<file path="src/rtl/pipe_pkg.sv">
// Shared types and constants for the pipeline stage registers.
package pipe_pkg;

   typedef enum logic [1:0] {
      EMPTY = 2'd0,
      ONE   = 2'd1,
      FULL  = 2'd2
   } skid_state_t;

   localparam int unsigned PIPE_DATA_W = 64;
   localparam int unsigned PIPE_CTRL_W = 10;

   // Bit positions inside the decode-control flag vector.
   localparam int unsigned CTRL_COMPUTE   = 0;
   localparam int unsigned CTRL_LW        = 1;
   localparam int unsigned CTRL_SW        = 2;
   localparam int unsigned CTRL_B         = 3;
   localparam int unsigned CTRL_J         = 4;
   localparam int unsigned CTRL_IMM       = 5;
   localparam int unsigned CTRL_RF_WE     = 6;
   localparam int unsigned CTRL_MEM_TO_RF = 7;
   localparam int unsigned CTRL_ALU_SUB   = 8;
   localparam int unsigned CTRL_HLT       = 9;

   function automatic logic [1:0] occ_of(input skid_state_t s);
      logic [1:0] occ;
      occ = 2'd0;
      unique case (s)
         EMPTY:   occ = 2'd0;
         ONE:     occ = 2'd1;
         FULL:    occ = 2'd2;
         default: occ = 2'd0;
      endcase
      return occ;
   endfunction

endpackage

</file>
<file path="src/rtl/pipe_reg_bank.sv">
// Load-enabled register vector with asynchronous active-low clear.
module pipe_reg_bank #(
   parameter int unsigned WIDTH = 8
) (
   input  logic             i_clk,
   input  logic             i_rst_n,
   input  logic             i_load,
   input  logic [WIDTH-1:0] i_d,
   output logic [WIDTH-1:0] o_q
);

   logic [WIDTH-1:0] r_q;

   always_ff @(posedge i_clk or negedge i_rst_n) begin
      if (!i_rst_n) begin
         r_q <= '0;
      end else if (i_load) begin
         r_q <= i_d;
      end
   end

   assign o_q = r_q;

endmodule

</file>
<file path="src/rtl/pipe_stage_skid.sv">
// Valid/ready pipeline stage with a 2-entry skid buffer, flush and bubble ctrl gating.
// Optional stall counter output is enabled by defining PIPE_STALL_CNT_EN.
module pipe_stage_skid
   import pipe_pkg::*;
#(
   parameter int unsigned DATA_W = PIPE_DATA_W,
   parameter int unsigned CTRL_W = PIPE_CTRL_W,
   parameter int unsigned CNT_W  = 16
) (
   input  logic              clk,
   input  logic              rst,
   input  logic              flush,
   input  logic              in_valid,
   output logic              in_ready,
   input  logic [DATA_W-1:0] in_data,
   input  logic [CTRL_W-1:0] in_ctrl,
   output logic              out_valid,
   input  logic              out_ready,
   output logic [DATA_W-1:0] out_data,
   output logic [CTRL_W-1:0] out_ctrl,
   output logic [1:0]        occupancy
`ifdef PIPE_STALL_CNT_EN
   ,
   output logic [CNT_W-1:0]  stall_cnt
`endif
);

   localparam int unsigned ENT_W = DATA_W + CTRL_W;

   skid_state_t      r_state;
   skid_state_t      w_state_nxt;
   logic             w_in_xfer;
   logic             w_out_xfer;
   logic             w_main_ld;
   logic             w_skid_ld;
   logic [ENT_W-1:0] w_in_ent;
   logic [ENT_W-1:0] w_main_d;
   logic [ENT_W-1:0] w_main_q;
   logic [ENT_W-1:0] w_skid_q;

   // Handshake flags come straight from the state register; no out_ready path to in_ready.
   assign in_ready   = (r_state != FULL);
   assign out_valid  = (r_state != EMPTY);
   assign w_in_xfer  = in_valid && in_ready;
   assign w_out_xfer = out_valid && out_ready;
   assign w_in_ent   = {in_ctrl, in_data};

   always_comb begin
      w_state_nxt = r_state;
      w_main_ld   = 1'b0;
      w_skid_ld   = 1'b0;
      unique case (r_state)
         EMPTY: begin
            if (w_in_xfer) begin
               w_main_ld   = 1'b1;
               w_state_nxt = ONE;
            end
         end
         ONE: begin
            if (w_in_xfer && w_out_xfer) begin
               w_main_ld = 1'b1;
            end else if (w_in_xfer) begin
               w_skid_ld   = 1'b1;
               w_state_nxt = FULL;
            end else if (w_out_xfer) begin
               w_state_nxt = EMPTY;
            end
         end
         FULL: begin
            if (w_out_xfer) begin
               w_main_ld   = 1'b1;
               w_state_nxt = ONE;
            end
         end
         default: w_state_nxt = EMPTY;
      endcase
      // Squash wins over any transfer; data registers keep their contents.
      if (flush) begin
         w_state_nxt = EMPTY;
         w_main_ld   = 1'b0;
         w_skid_ld   = 1'b0;
      end
   end

   assign w_main_d = (r_state == FULL) ? w_skid_q : w_in_ent;

   always_ff @(posedge clk or negedge rst) begin
      if (!rst) begin
         r_state <= EMPTY;
      end else begin
         r_state <= w_state_nxt;
      end
   end

   pipe_reg_bank #(
      .WIDTH(ENT_W)
   ) u_main (
      .i_clk  (clk),
      .i_rst_n(rst),
      .i_load (w_main_ld),
      .i_d    (w_main_d),
      .o_q    (w_main_q)
   );

   pipe_reg_bank #(
      .WIDTH(ENT_W)
   ) u_skid (
      .i_clk  (clk),
      .i_rst_n(rst),
      .i_load (w_skid_ld),
      .i_d    (w_in_ent),
      .o_q    (w_skid_q)
   );

   assign out_data  = w_main_q[DATA_W-1:0];
   assign out_ctrl  = w_main_q[ENT_W-1:DATA_W] & {CTRL_W{out_valid}};
   assign occupancy = occ_of(r_state);

`ifdef PIPE_STALL_CNT_EN
   logic [CNT_W-1:0] r_stall_cnt;

   always_ff @(posedge clk or negedge rst) begin
      if (!rst) begin
         r_stall_cnt <= '0;
      end else if (out_valid && !out_ready && (r_stall_cnt != {CNT_W{1'b1}})) begin
         r_stall_cnt <= r_stall_cnt + CNT_W'(1);
      end
   end

   assign stall_cnt = r_stall_cnt;
`else
   logic w_unused_cnt_w;
   assign w_unused_cnt_w = ^CNT_W;
`endif

endmodule
</file>
<file path="config.mk">
export PLATFORM = sky130hd
export DESIGN_NAME = pipe_stage_skid
export DESIGN_NICKNAME = d
export VERILOG_FILES = /design/src/rtl/pipe_pkg.sv /design/src/rtl/pipe_reg_bank.sv /design/src/rtl/pipe_stage_skid.sv
export SDC_FILE = /design/constraint.sdc
export NUM_CORES = 1
export LEC_CHECK = 0
export ABC_AREA = 0
export CAP_MARGIN = 20
export CELL_PAD_IN_SITES_DETAIL_PLACEMENT = 0
export CELL_PAD_IN_SITES_GLOBAL_PLACEMENT = 1
export CORE_MARGIN = 5
export CORE_UTILIZATION = 39
export CTS_BUF_LIST = sky130_fd_sc_hd__clkbuf_8
export CTS_CLUSTER_DIAMETER = 120
export CTS_CLUSTER_SIZE = 25
export DETAILED_ROUTE_END_ITERATION = 10
export PLACE_DENSITY = 0.88
export SLEW_MARGIN = 15
export SYNTH_ARGS = -nofsm -noshare
export SYNTH_HDL_FRONTEND = slang
export SYNTH_SLANG_ARGS = --single-unit
</file>
<file path="constraint.sdc">
create_clock -name clk -period 1.65 [get_ports clk]
set_clock_uncertainty 0.05 [all_clocks]
set_input_delay 0.33 -clock clk [delete_from_list [all_inputs] [get_ports clk]]
set_output_delay 0.33 -clock clk [all_outputs]
set_load 0.05 [all_outputs]
</file>
# Yosys cells after proc, flatten, opt, wreduce, memory -nomap -nowiden

Index checks and enable logic that the tools add are counted.

Bits in registers: 150
Input bits: 79
Output and inout port bits: 78
Logic and storage cells: 34

Equal/unequal tests: 7
Muxes and demuxes: 17
Bitwise gates (word level): 1
Reduce and logical (&&, ||, !) cells: 6

Operators by type and width:

| operator                                                               | number |
|---|---|
| 74-bit two-way mux                                                     | 1 |
| 2-bit two-way mux                                                      | 6 |
| 10-bit AND                                                             | 1 |
| 3-bit inequality test (second input constant)                          | 3 |
| 1-bit two-way mux                                                      | 7 |
| 2-bit case mux with 3 select lines                                     | 1 |
| 4-bit inequality test (second input constant)                          | 1 |
| 2-bit case mux with 2 select lines                                     | 1 |
| 4-bit AND reduction                                                    | 1 |
| 1-bit logical AND                                                      | 3 |
| 1-bit case mux with 3 select lines                                     | 1 |
| 2-bit by 1-bit equality test with 1-bit output (second input constant) | 1 |
| 2-bit equality test (second input constant)                            | 1 |
| 2-bit logical NOT                                                      | 1 |
| 2-bit inequality test (second input constant)                          | 1 |
| 2-bit nonzero test                                                     | 1 |

# Logic depth before layout (Yosys ltp)

Depth after elaboration: 7
Gate-level depth with buffers: 6
Gate-level depth less buffers: 4

# Cells and area by module

From an unflattened synthesis, not the netlist that was laid out.

Cells, all modules: 579
Area total of the unflattened synthesis: 7158.1 µm²

By module, submodules not included:

| module          | times used | cells each | area each (µm²) | sequential area each (µm²) |
|---|---|---|---|---|
| pipe_reg_bank   | 2          | 156        | 2994.1          | 1851.8 |
| pipe_stage_skid | 1          | 267        | 1169.9          | 50.0 |

# Worst setup path after synthesis

Ideal clock, no wire load.

Path kind: register -> register
From: register r_state[0]
To: register u_main.r_q[49] (netlist: u_main.o_q[49])
Data arrival time: 1923 ps
Data required time: 1475 ps
Slack: -448 ps
Cell stages (with the launch flop): 7
Path buffers: 2
Period minus slack after synthesis: 2098 ps
Cell sequence: dfrtp_1 and2b_1 inv_2 buf_6 buf_6 mux2_4 mux2_2

Longest elaborated chain between the ends: 6

Ends and longest elaborated chain:

| what                                   | RTL line              | RTL |
|---|---|---|
| from (decl)                            | pipe_stage_skid.sv:30 | `skid_state_t r_state;` |
| from (signal assigned)                 | pipe_stage_skid.sv:91 | `r_state <= w_state_nxt;` |
| 2-bit inequality test (*)              | pipe_stage_skid.sv:42 | `assign in_ready = (r_state != FULL);` |
| via in_ready                           | pipe_stage_skid.sv:14 | `output logic in_ready,` |
| 1-bit logical AND (*)                  | pipe_stage_skid.sv:44 | `assign w_in_xfer = in_valid && in_ready;` |
| 1-bit logical AND                      | pipe_stage_skid.sv:60 | `if (w_in_xfer && w_out_xfer) begin` |
| 1-bit two-way mux                      | pipe_stage_skid.sv:60 |  |
| 1-bit case mux with 3 select lines (*) | pipe_stage_skid.sv:52 | `unique case (r_state)` |
| 1-bit two-way mux (*)                  | pipe_stage_skid.sv:78 | `if (flush) begin` |
| to (signal assigned)                   | pipe_reg_bank.sv:18   | `r_q <= i_d;` |
| to (decl)                              | pipe_reg_bank.sv:12   | `logic [WIDTH-1:0] r_q;` |

The timed path passes the listed nets; every way through them passes the cells marked *.
A chain may end at the register's enable or synchronous reset.

# Worst setup path after layout

From: register r_state[0]
To: register u_main.r_q[60] (netlist: u_main.o_q[60])

Longest elaborated chain between the ends: 6

Ends and longest elaborated chain:

| what                                                        | RTL line |
|---|---|
| 2-bit inequality test or 2-bit nonzero test (tied branches) | pipe_stage_skid.sv:42, pipe_stage_skid.sv:43 |
| 1-bit logical AND, on equally long branches                 | pipe_stage_skid.sv:44, pipe_stage_skid.sv:45 |
| 1-bit logical AND                                           | pipe_stage_skid.sv:60 |
| 1-bit two-way mux                                           | pipe_stage_skid.sv:60 |
| 1-bit case mux with 3 select lines                          | pipe_stage_skid.sv:52 |
| 1-bit two-way mux                                           | pipe_stage_skid.sv:78 |

Parallel ways exist; a longest one is shown, timed or not.

==> impl_metrics.ini <==
[grt]
grt_pass1_wl_um = 26200
grt_overflow = 0
antenna_found_initial = 0
grt_max_degree = 41
grt_pass1_vias = 5088
grt_util_all_layers = 0.150

[clock_network]
cts-htree-levels = 4
path_clk_slew_ps = 90
clkLatencyLatePin_ps = 450
numCtsBuffers = 17
cts_max_path_buffers = 2
cts_root_buf = clkbuf_8
clock_sinks = 150
cts_tree = built

[logic_synthesis]
synth_common_cells = dfrtp_1 (150), mux2_2 (129), mux2_4 (93)
ys_seq_area_frac = 0.504
synthFlopType = dfrtp_1
synth_nets = 568
yosys.area.top_type_share = 0.504
post_synth_num_cell_types = 21
synth_area_leaders = dfrtp_1 (50%), mux2_2 (20%), mux2_4 (19%)
synth_cells = 489
yosysWarnings = 0
synth_top_area_cell = dfrtp_1
synthesis.area_sq_um = 7440
ys_async_sr_fraction = 1.00
yosysMostFrequentCell = dfrtp_1
ys_ff_latch = 150
synth-edff-count = 0
postSynthAreaPerCell_sq_um = 15.2

[timing]
finalSetupViolations = 162
period_needed_ps = 1930
drv_slew = 0
finalWorstSetupSlack_ps = -277
tightest_slew_ps = 354
finalHoldViolations = 0
finalCritPeriodShare = 1.17
slew-limit-headroom = 0.757
rsz0062_at_grt = true
max_freq_mhz = 519

[placed_design]
io_buffers = 156
place_area_sq_um = 9030
hpwl_um = 11100
dp.cells = 830
gp_congestion = 0.765

[route]
wl_um = 18400
dr.first_iter.drc_count = 146
via_per_inst = 4.86
drt_pre_antenna_iters = 4
ant_nets = 0
vias = 4383
wl_per_cell_um = 20.4
route.detailed.drc = 0

[floorplan]
core_area_sq_um = 18800
io_pins = 157
initial_utilization = 0.397
num_rows = 50
dieHeight_um = 148
fp.dieW_um = 148
die-area_sq_um = 21900

[pwr]
p_leak_nw = 5.37
powerDensity_nw_per_um2 = 1190
ir_drop_mv = 0.597

[worst_setup_path]
reg2reg_depth = 7
r2r_slack_ps = -280
path_buf_inv = 4
worst_setup_path_start_kind = flip-flop
crit_chain = and2b_4 -> clkinv_8 -> buf_16 -> buf_12 -> buf_12 -> mux2_4 -> mux2_4
arrival_ps = 2210
cp-end-kind = flip-flop
r2r-end = u_main.o_q[60]
cpLargestDelayFamily = multiplexers
worst_ep_required_time_ps = 1930
crit-reg2reg-launch = r_state[0]
path_class = flip-flop to flip-flop
cp_max_fo = 8
crit_path_max_incr_delay_ps = 400
slowest_stage = dfrtp_1

[outcome]
status = finished, violations left
violations = negative setup slack

[finish]
diodes = 0
area_delta_synth_final_pct = 44.0
nFillCells = 1471
nNetsFinal = 734
final_cells = 902
fin_area_sq_um = 10700
final_layout_size_suffix_gt1_frac = 0.648

[run]
max-cap-violations = 0

[min_path]
hp-class = input port to asynchronous set/reset pin
[power breakdown]
part / switching [W] / leakage (nW) / internal, W
registers: 0.000581 / 1.80 / 0.00457
clock network: 0.00146 / 0.214 / 0.00166
logic: 0.00217 / 3.35 / 0.00233
[cells in the final DEF (no fill, tap or decap), drive strengths merged]
| cell | synthesis | layout |
|---|---|---|
| clkinv | 0 | 6 |
| nor2b | 12 | 12 |
| nand2 | 1 | 1 |
| dlygate4sd3 | 0 | 1 |
| nor3 | 1 | 1 |
| mux2i | 1 | 1 |
| or3b | 1 | 1 |
| clkbuf | 2 | 24 |
| bufinv | 0 | 4 |
| o21ba | 1 | 1 |
| o31ai | 1 | 1 |
| nand3 | 1 | 1 |
| nor2 | 3 | 3 |
| mux2 | 222 | 222 |
| inv | 2 | 4 |
| buf | 87 | 151 |
| clkinvlp | 0 | 3 |
| clkdlybuf4s50 | 0 | 77 |
| nand4bb | 1 | 1 |
| a21oi | 2 | 2 |
| dfrtp | 150 | 150 |
| and2b | 1 | 1 |
[layout make-up]
type | count | area, sq um | area share
Inverter | 2 | 20.0 | 0.00187
Clock buffer | 17 | 234 | 0.0218
Timing Repair Buffer | 236 | 2710 | 0.253
Tap cell | 234 | 293 | 0.0273
Multi-Input combinational cell | 248 | 3510 | 0.328
Clock inverter | 15 | 200 | 0.0187
Sequential cell | 150 | 3750 | 0.350
[per-layer routing]
| metal | global-route usage | routed length [um] | up-vias |
|---|---|---|---|
| li1 | - | - | 1975 |
| met2 | 0.266 | 9530 | 102 |
| met5 | 0 | 0 | - |
| met3 | 0.0405 | 752 | 10 |
| met1 | 0.179 | 8010 | 2296 |
| met4 | 0.0402 | 118 | 0 |
[worst max-delay path by stage]
stage                    start        endpoint  slack, ps  cells past startpoint
global placement     out_ready  u_main.o_q[19]       -470                      6
CTS                 r_state[0]     out_ctrl[5]       -250                      6
finish              r_state[0]  u_main.o_q[60]       -280                      7
floorplan           r_state[0]  u_main.o_q[41]       -230                      6
detailed placement    in_valid  u_main.o_q[52]       -510                      6
global route        r_state[0]     out_ctrl[4]       -340                      6
[per-stage QoR]
stage               worst slack (ps)  setup TNS [ps]  utilization  power [W]  hold slack (ps)
floorplan                       -229          -12560            -    0.00812            -15.6
global placement                -468          -57020        0.481    0.00890              206
detailed placement              -513          -64880        0.481    0.00908              207
CTS                             -254          -16010        0.543     0.0125              284
global route                    -344          -30620        0.571     0.0133              300
finish                          -277          -20830        0.571     0.0128              290
[state kept, by name, indices dropped and copies added (netlist names)]
register and count:
u_main.o_q 74, r_state 2, u_skid.o_q 74
[cell families (layout without fill, tap and decap cells)]
family / Yosys count / in the layout / share of synthesized area
mux: 223 / 223 / 0.384
flops: 150 / 150 / 0.504
buf+inv: 91 / 270 / 0.0899
simple gates: 21 / 21 / 0.0171
compound gates: 4 / 4 / 0.00437
[timing repair]
action | 4_1_cts | 5_1_grt
setup buffers | 18 | 16
hold endpoints to repair | 30 | 0
cloned | 5 | 11
setup endpoints to repair | 103 | 162
pin swaps | 1 | 2
gates resized for setup | 105 | 95
hold buffers | 1 | 0
(Power assumes the default switching activity.)
